==> config.mk <==
export PLATFORM = sky130hd
export DESIGN_NAME = lfsr_gen_flat
export DESIGN_NICKNAME = d
export VERILOG_FILES = /design/src/rtl/lfsr_gen_pkg.sv /design/src/rtl/lfsr_gen_if.sv /design/src/rtl/lfsr_gen_step.sv /design/src/rtl/lfsr_gen.sv /design/src/flat_wrapper.sv
export SDC_FILE = /design/constraint.sdc
export NUM_CORES = 1
export LEC_CHECK = 0
export ABC_AREA = 0
export BUFFER_PORTS_ARGS = -buffer_cell sky130_fd_sc_hd__clkbuf_2
export CORE_AREA = 8 8 45 47
export DETAILED_ROUTE_END_ITERATION = 12
export DIE_AREA = 0 0 53 55
export PLACE_DENSITY = 0.69
export SYNTH_ARGS = -nofsm -noshare
export SYNTH_HDL_FRONTEND = slang
export SYNTH_SLANG_ARGS = --single-unit
==> constraint.sdc <==
create_clock -name lfsr_clk -period 1.1 [get_ports lfsr_clk]
set_input_delay 0.22 -clock lfsr_clk [delete_from_list [all_inputs] [get_ports lfsr_clk]]
set_output_delay 0.22 -clock lfsr_clk [all_outputs]
set_load 0.05 [all_outputs]
==> src/rtl/lfsr_gen_pkg.sv <==
// Shared types and default constants for the lfsr_gen family.
package lfsr_gen_pkg;

    typedef enum logic {
        LFSR_FIBONACCI = 1'b0,
        LFSR_GALOIS    = 1'b1
    } lfsr_mode_e;

    // Maximal-length tap masks; bit k is the coefficient of x^(k+1).
    localparam logic [3:0]  LFSR4_POLY  = 4'b1100;        // 1 + x^3 + x^4
    localparam logic [3:0]  LFSR4_SEED  = 4'b1011;
    localparam logic [7:0]  LFSR8_POLY  = 8'hB8;          // 1 + x^4 + x^5 + x^6 + x^8
    localparam logic [7:0]  LFSR8_SEED  = 8'h01;
    localparam logic [15:0] LFSR16_POLY = 16'hB400;       // 1 + x^11 + x^13 + x^14 + x^16
    localparam logic [15:0] LFSR16_SEED = 16'hACE1;
    localparam logic [31:0] LFSR32_POLY = 32'h8020_0003;  // 1 + x + x^2 + x^22 + x^32
    localparam logic [31:0] LFSR32_SEED = 32'h0000_0001;

    // Default tap mask for the supported standard lengths (0 when none is tabulated).
    function automatic logic [63:0] lfsr_default_poly(input int n);
        case (n)
            4:       return 64'(LFSR4_POLY);
            8:       return 64'(LFSR8_POLY);
            16:      return 64'(LFSR16_POLY);
            32:      return 64'(LFSR32_POLY);
            default: return 64'd0;
        endcase
    endfunction

    // Default seed for the supported standard lengths (1 otherwise, never zero).
    function automatic logic [63:0] lfsr_default_seed(input int n);
        case (n)
            4:       return 64'(LFSR4_SEED);
            8:       return 64'(LFSR8_SEED);
            16:      return 64'(LFSR16_SEED);
            32:      return 64'(LFSR32_SEED);
            default: return 64'd1;
        endcase
    endfunction

endpackage

==> src/rtl/lfsr_gen_if.sv <==
// Valid/ready output channel carrying one generated word per transfer.
interface lfsr_gen_if #(
    parameter int OUT_WIDTH = 1
) ();
    logic                 out_valid;
    logic                 out_ready;
    logic [OUT_WIDTH-1:0] out_data;

    modport master (
        output out_valid,
        output out_data,
        input  out_ready
    );

    modport slave (
        input  out_valid,
        input  out_data,
        output out_ready
    );
endinterface

==> src/rtl/lfsr_gen_step.sv <==
// One combinational LFSR step in either Fibonacci or Galois form.
module lfsr_gen_step
    import lfsr_gen_pkg::*;
#(
    parameter int         N    = 4,
    parameter logic [N-1:0] POLY = '1,
    parameter lfsr_mode_e MODE = LFSR_FIBONACCI
) (
    input  logic [N-1:0] state_i,
    output logic [N-1:0] state_o,
    output logic         bit_o
);

    // The emitted bit is always the MSB before the shift; only the feedback differs.
    always_comb begin
        bit_o = state_i[N-1];
        if (MODE == LFSR_GALOIS) begin
            state_o = {state_i[N-2:0], 1'b0} ^ (state_i[N-1] ? {POLY[N-2:0], 1'b1} : '0);
        end else begin
            state_o = {state_i[N-2:0], ^(state_i & POLY)};
        end
    end

endmodule

==> src/rtl/lfsr_gen.sv <==
// Multi-bit LFSR pattern source with seed load, lock-up recovery and
// period-wrap detection, delivering words over a valid/ready register.
module lfsr_gen
    import lfsr_gen_pkg::*;
#(
    parameter int                     LFSR_LENGTH    = 4,
    parameter logic [LFSR_LENGTH-1:0] LFSR_PRIM_POLY = LFSR4_POLY,
    parameter logic [LFSR_LENGTH-1:0] LFSR_SEED_VAL  = LFSR4_SEED,
    parameter lfsr_mode_e             LFSR_MODE      = LFSR_FIBONACCI,
    parameter int                     OUT_WIDTH      = 1
) (
    input  logic                   lfsr_clk,
    input  logic                   reset,
    input  logic                   lfsr_en,
    input  logic                   seed_load,
    input  logic [LFSR_LENGTH-1:0] seed_val,
    lfsr_gen_if.master             out_if,
    output logic [LFSR_LENGTH-1:0] lfsr_state_out,
    output logic                   period_wrap,
    output logic                   lockup_err
);

    localparam int N = LFSR_LENGTH;

    logic [N-1:0]         state_q, state_d;
    logic [N-1:0]         seed_q, seed_d;
    logic                 valid_q, valid_d;
    logic [OUT_WIDTH-1:0] data_q, data_d;
    logic                 wrap_q, wrap_d;
    logic                 lockup_q, lockup_d;

    logic [OUT_WIDTH-1:0] bits_w;
    logic [OUT_WIDTH-1:0] hit_w;
    logic [N-1:0]         last_w;
    logic                 adv_w;

    // Chain of OUT_WIDTH steps; step j's bit lands at out_data[OUT_WIDTH-1-j].
    for (genvar j = 0; j < OUT_WIDTH; j++) begin : g_step
        logic [N-1:0] cur;
        logic [N-1:0] nxt;

        if (j == 0) begin : g_first
            assign cur = state_q;
        end else begin : g_next
            assign cur = g_step[j-1].nxt;
        end

        lfsr_gen_step #(
            .N    (N),
            .POLY (LFSR_PRIM_POLY),
            .MODE (LFSR_MODE)
        ) u_step (
            .state_i (cur),
            .state_o (nxt),
            .bit_o   (bits_w[OUT_WIDTH-1-j])
        );

        assign hit_w[j] = (nxt == seed_q);
    end

    assign last_w = g_step[OUT_WIDTH-1].nxt;

    // A new word may be produced when the output register is empty or being drained.
    assign adv_w = lfsr_en & ~seed_load & (~valid_q | out_if.out_ready);

    // Next-state selection: seed load beats advance; a drained register with no advance empties.
    always_comb begin
        state_d  = state_q;
        seed_d   = seed_q;
        valid_d  = valid_q;
        data_d   = data_q;
        wrap_d   = 1'b0;
        lockup_d = 1'b0;
        if (seed_load) begin
            valid_d = 1'b0;
            data_d  = '0;
            if (seed_val != '0) begin
                state_d = seed_val;
                seed_d  = seed_val;
            end else begin
                state_d  = LFSR_SEED_VAL;
                seed_d   = LFSR_SEED_VAL;
                lockup_d = 1'b1;
            end
        end else if (adv_w) begin
            state_d = last_w;
            data_d  = bits_w;
            valid_d = 1'b1;
            wrap_d  = |hit_w;
        end else if (out_if.out_ready) begin
            valid_d = 1'b0;
        end
    end

    // State and output registers with synchronous reset to the default seed.
    always_ff @(posedge lfsr_clk) begin
        if (reset) begin
            state_q  <= LFSR_SEED_VAL;
            seed_q   <= LFSR_SEED_VAL;
            valid_q  <= 1'b0;
            data_q   <= '0;
            wrap_q   <= 1'b0;
            lockup_q <= 1'b0;
        end else begin
            state_q  <= state_d;
            seed_q   <= seed_d;
            valid_q  <= valid_d;
            data_q   <= data_d;
            wrap_q   <= wrap_d;
            lockup_q <= lockup_d;
        end
    end

    assign out_if.out_valid = valid_q;
    assign out_if.out_data  = data_q;
    assign lfsr_state_out   = state_q;
    assign period_wrap      = wrap_q;
    assign lockup_err       = lockup_q;

endmodule

==> src/flat_wrapper.sv <==
// flat-port wrapper written by rule: the top's interface ports become plain ports
module lfsr_gen_flat import lfsr_gen_pkg::*;
#(
    parameter int                     LFSR_LENGTH    = 4,
    parameter logic [LFSR_LENGTH-1:0] LFSR_PRIM_POLY = LFSR4_POLY,
    parameter logic [LFSR_LENGTH-1:0] LFSR_SEED_VAL  = LFSR4_SEED,
    parameter lfsr_mode_e             LFSR_MODE      = LFSR_FIBONACCI,
    parameter int                     OUT_WIDTH      = 1
)
  (lfsr_clk, reset, lfsr_en, seed_load, seed_val, lfsr_state_out, period_wrap, lockup_err, out_if_out_valid, out_if_out_data, out_if_out_ready);
  lfsr_gen_if #(.OUT_WIDTH(OUT_WIDTH)) out_if_i ();
  input  logic lfsr_clk;
  input  logic reset;
  input  logic lfsr_en;
  input  logic seed_load;
  input  logic [LFSR_LENGTH-1:0] seed_val;
  output logic [LFSR_LENGTH-1:0] lfsr_state_out;
  output logic period_wrap;
  output logic lockup_err;
  output wire logic [$bits(out_if_i.out_valid)-1:0] out_if_out_valid;
  output wire logic [$bits(out_if_i.out_data)-1:0] out_if_out_data;
  input wire logic [$bits(out_if_i.out_ready)-1:0] out_if_out_ready;
  assign out_if_out_valid = out_if_i.out_valid;
  assign out_if_out_data = out_if_i.out_data;
  assign out_if_i.out_ready = out_if_out_ready;
  lfsr_gen #(.LFSR_LENGTH(LFSR_LENGTH), .LFSR_PRIM_POLY(LFSR_PRIM_POLY), .LFSR_SEED_VAL(LFSR_SEED_VAL), .LFSR_MODE(LFSR_MODE), .OUT_WIDTH(OUT_WIDTH)) u_core (.lfsr_clk(lfsr_clk), .reset(reset), .lfsr_en(lfsr_en), .seed_load(seed_load), .seed_val(seed_val), .out_if(out_if_i), .lfsr_state_out(lfsr_state_out), .period_wrap(period_wrap), .lockup_err(lockup_err));
endmodule
* Yosys cells after proc, flatten, opt, wreduce, memory -nomap -nowiden
Index checks and enable logic that the tools add are counted.
** Word-level totals
- Register bits :: 12
- Input port bits :: 9
- Output and inout bits :: 8
- Word-level logic and storage cells :: 26
** Operators by class
- Equality and inequality tests :: 1
- Muxes and demuxes :: 6
- Bitwise gates (word level) :: 6
- Reduce and logical (&&, ||, !) cells :: 7
** Operators by type and width (count)
- 4-bit two-way mux :: 3
- 4-bit equality test :: 1
- 2-bit nonzero test :: 2
- 4-bit nonzero test :: 1
- 2-bit OR reduction :: 2
- 4-bit parity :: 1
- 1-bit two-way mux :: 3
- 1-bit NOT :: 3
- 3-bit OR reduction :: 1
- 1-bit AND :: 2
- 1-bit bitwise OR :: 1

* Logic depth before layout (Yosys ltp)
- Word-level depth :: 5
- Mapped depth :: 4
- Gate-level depth less buffers :: 3

* Modules after synthesis
Synthesis repeated with hierarchy kept, for this count alone.
** Unflattened totals
- Cells, all modules :: 67
- Area total of the unflattened synthesis :: 640.6 um^2
** Modules (own cells, without submodules)
- lfsr_gen :: instances 1, cells each 62, area an instance 601.8 um^2, sequential area each 240.2 um^2
- lfsr_gen_step :: instances 1, cells each 5, area an instance 38.8 um^2, sequential area each 0.0 um^2

* Worst setup path after synthesis
OpenSTA, ideal clock, no wires.
- Path kind :: reg2reg
- Start :: register u_core.valid_q, in the netlist u_core.out_if.out_valid
- End :: register u_core.state_q[2], in the netlist u_core.lfsr_state_out[2]
- Setup time :: 0.091 ns
- Arrival :: 1.186 ns
- Required time :: 1.009 ns
- Path slack :: -0.177 ns
- Stages on the path, launching flop included :: 4
- Path buffers :: 0
- Clock period less this slack :: 1.277 ns
- Path through :: dfxtp_1 -> and2b_1 -> o21ai_0 -> a311oi_1
** Between the ends
- Word-level cells in the longest chain between the ends :: 4
** Ends and longest elaborated chain
- start, declared :: RTL line lfsr_gen.sv:27 : logic valid_q, valid_d;
- start signal, assigned :: RTL line lfsr_gen.sv:107 : valid_q <= valid_d;
- 1-bit NOT :: RTL line lfsr_gen.sv:64 : assign adv_w = lfsr_en & ~seed_load & (~valid_q | out_if.out_ready);
- 1-bit bitwise OR :: RTL line lfsr_gen.sv:64
- 1-bit AND :: RTL line lfsr_gen.sv:64
- 2-bit nonzero test (no source line)
- end signal, assigned :: RTL line lfsr_gen.sv:105 : state_q <= state_d;
- end, declared :: RTL line lfsr_gen.sv:25 : logic [N-1:0] state_q, state_d;
Every way passes these cells.
A chain may end at the register's enable or synchronous reset.

* Worst setup path after layout
- Start :: register u_core.lockup_q, in the netlist u_core.lockup_err
- End :: output lockup_err
** RTL lines
- start, declared :: RTL line lfsr_gen.sv:30 : logic lockup_q, lockup_d;
- start signal, assigned :: RTL line lfsr_gen.sv:110 : lockup_q <= lockup_d;
- end, declared :: RTL line flat_wrapper.sv:19 : output logic lockup_err;
No word-level cell between the ends.

==> results_dict.tcl <==
set metrics [dict create \
    grt_antenna_before_repair 0 \
    synth.yosys.seq_area_share_pct 44.3 \
    max-clock-path-buffers 2 \
    r2r_start "u_core.lfsr_state_out[2]$_SDFFE_PP0P_" \
    synth_mux_area_share_pct 1.85 \
    nNetsFinal 96 \
    post_cts_buffers 0 \
    synth_cells 63 \
    design.portCount 17 \
    cp.arrival_ns 0.84 \
    p_int_mw 0.674 \
    setup_viol_count_final 0 \
    utilization_pct 52.4 \
    timing.reg2reg.setup_slack_ns 0.09 \
    cts_tree "yes" \
    antenna-diode-count 0 \
    comb_power_share_pct 22.8 \
    dieHeight_um 55 \
    cellLeakagePower_nw 0.315 \
    antenna_violating_nets_post_route 0 \
    power_density_nw_per_um2 1330 \
    timing.final.crit_period_ns 1.06 \
    hpwl_um 1050 \
    hp-start "seed_val[0]" \
    share_seq_of_total_power_pct 50.2 \
    worst_path_dominant_cell_family "flip-flops" \
    clock-skew-final_ns 0.000420 \
    synth_area_um2 542 \
    combinational_family_with_the_most_area_after_synthesis "simple AND/OR/NAND/NOR gates" \
    grt_pass1_wl_um 2150 \
    worst-path-buf-inv 1 \
    mostFrequentLayoutCells "9 x clkbuf_2, 7 x o21ai_0, 7 x buf_4, 7 x dfxtp_1" \
    min-delay-path-class "in -> reg" \
    yosys.area_share.adder_pct 0 \
    cts_inserted_buffers 3 \
    buffer_ports.inserted 16 \
    syn_area_per_cell_um2 8.60 \
    ctsRootBufferMaster "clkbuf_4" \
    hold-path-cell-count 2 \
    start_util_pct 39.2 \
    clock_latency_ns 0.27 \
    yosys.area.top_type "dfxtp_1" \
    timing.final.max_slew_violations 0 \
    fin_crit_sh_pct 96.4 \
    netlist-cell-type-count 22 \
    critical_path.endpoint_type "primary output" \
    critPathSlowestCell "dfxtp_1" \
    cap_violations 0 \
    gp_congestion 0.875 \
    timing_hold_violations_final 0 \
    core_um2 1380 \
    worst_ep_required_time_ns 0.88 \
    worst_pin_slew_ns 0.269 \
    route.vias.total 547 \
    synthesis.yosys.warnings 0 \
    clk_pin_slew_ns 0.07 \
    critical_path.reg2reg.endpoint "u_core.lfsr_state_out[0]$_SDFFE_PP1P_" \
    timing_worst_setup_path_type "reg -> out" \
    syn2layout_area_growth_pct 33.9 \
    synth_simple_gate_area_share_pct 24.9 \
    sort_of_element_at_the_start_of_the_critical_path "flop" \
    drt_pass1_iterations 4 \
    drt-wirelength-per-cell_um 13.3 \
    postRouteWirelength_um 1340 \
    timing.critical_path.cells "clkbuf_2" \
    stdcell_area_um2 726 \
    switching_share_pct 30.3 \
    avgViaCountPerCell 5.42 \
    status "finished clean" \
    critical-path-max-stage-delay_ns 0.31 \
    synth-compound-area-share_pct 15.2 \
    worstPathMaxFanout 1 \
    largest_net_degree_at_the_start_of_global_routing 7 \
    share_clk_of_total_power_pct 27.0 \
    vdd_drop_max_mv 0.737 \
    drcViolationCount 0 \
    post_synth_xor_area_fraction_pct 8.08 \
    floorplan.die.width_um 53 \
    slew_headroom_pct 81.9 \
    setup_repair_after_global_routing_missed_its_margin "false" \
    dpl_cell_area_um2 666 \
    grt_overflow 0 \
    synth_nets 72 \
    fp.dieArea_um2 2920 \
    drive_above_1_share_pct 36.5 \
    p_switching_mw 0.294 \
    hold-worst-slack_ns 0.175 \
    maximum_clock_frequency_ghz 0.943 \
    global_route.usage.total_pct 9.97 \
    yosys.area.top_type_share_pct 44.3 \
    post-layout-total-power_mw 0.968 \
    n_fill_cell 136 \
    final.setup.tns_ns 0 \
    rr_worst_depth 3 \
    yosys_register_bits 12 \
    number_of_global_route_vias_before_repair 522 \
    h-tree-depth 1 \
    rows 14 \
    holdPathEnd "u_core.lockup_err$_SDFF_PP0_" \
    final_common_cell "clkbuf_2" \
    clock_sink_count 12 \
    drt_first_iter_violations 10 \
    biggest_area_contributors_in_the_synthesized_netlist "dfxtp_1 44%, o21ai_0 6.5%, nand3_1 5.5%" \
]
metal layers:
layer / GRT usage, % / up-vias / part of all wire [%] / wire length [µm]
met1: 11.5 / 250 / 47 / 623
met3: 5.61 / 4 / 8.6 / 115
met5: 0 / - / 0 / 0
li1: - / 272 / - / -
met2: 15.6 / 21 / 43 / 574
met4: 2.59 / 0 / 1.9 / 25
worst max-delay path by stage:
stage	start	to	slack, ns	depth (start not counted)
after floorplan	u_core.out_if.out_valid$_SDFFE_PP0P_	u_core.lfsr_state_out[2]$_SDFFE_PP0P_	0.007	3
after global placement	reset	u_core.lfsr_state_out[3]$_SDFFE_PP1P_	0.03	4
after detailed placement	reset	u_core.lfsr_state_out[3]$_SDFFE_PP1P_	0.02	4
after CTS	u_core.out_if.out_valid$_SDFFE_PP0P_	out_if_out_valid	0.002	1
after global routing	u_core.lockup_err$_SDFF_PP0_	lockup_err	0.001	1
final	u_core.lockup_err$_SDFF_PP0_	lockup_err	0.04	1
cell type report:
class / count / area (µm²) / area share (%)
multi-input cells: 46 / 278 / 38.3
flip-flops and latches: 12 / 249 / 34.3
repair buffers: 21 / 145 / 20.0
clock buffers: 3 / 22.5 / 3.10
well taps: 16 / 20.0 / 2.76
inverters: 3 / 11.3 / 1.55
state kept, by name, summed over array words and instances, names as in the netlist:
name / count
u_core.lfsr_state_out: 4
u_core.seed_q: 4
u_core.lockup_err: 1
u_core.out_if.out_data: 1
u_core.out_if.out_valid: 1
u_core.period_wrap: 1
kinds of logic (layout without fill, tap and decap cells):
family | after synthesis | in the layout
flip-flops | 12 | 12
buffers and inverters | 5 | 27
AND/OR/NAND/NOR | 26 | 26
XOR/XNOR | 5 | 5
multiplexers | 1 | 1
AO/OA/AOI/OAI | 14 | 14
power by group through the flow:
stage | logic [mW] | clock network [mW] | registers (mW)
4_1_cts | 0.217 | 0.273 | 0.487
3_5_place_dp | 0.203 | 0 | 0.496
2_1_floorplan | 0.0972 | 0 | 0.536
3_3_place_gp | 0.202 | 0 | 0.495
6_report | 0.221 | 0.261 | 0.486
5_1_grt | 0.239 | 0.298 | 0.490
Yosys cell counts:
cell type	n
a21oi_1	3
a311oi_1	1
a31oi_1	1
a32oi_1	1
and2b_1	1
buf_4	1
buf_6	1
dfxtp_1	12
inv_1	3
mux2i_1	1
nand2_1	3
nand2b_1	1
nand3_1	6
nor2_1	6
nor3_1	6
nor4_1	1
nor4_2	1
o21ai_0	7
o311ai_1	1
or3b_1	1
xnor2_1	3
xor2_1	2
metrics by stage:
stage / worst slack [ns] / std cells
detailed placement: 0.0228 / 98
global placement: 0.0311 / 98
global route: 0.00108 / 101
finish: 0.0397 / 101
floorplan: 0.00721 / 63
CTS: 0.00247 / 101
repair_timing:
| action | in CTS | in global routing |
|---|---|---|
| hold buffers | 0 | 0 |
| resized for setup | 8 | 7 |
| setup endpoints to repair | 5 | 6 |
(Power assumes the default switching activity.)
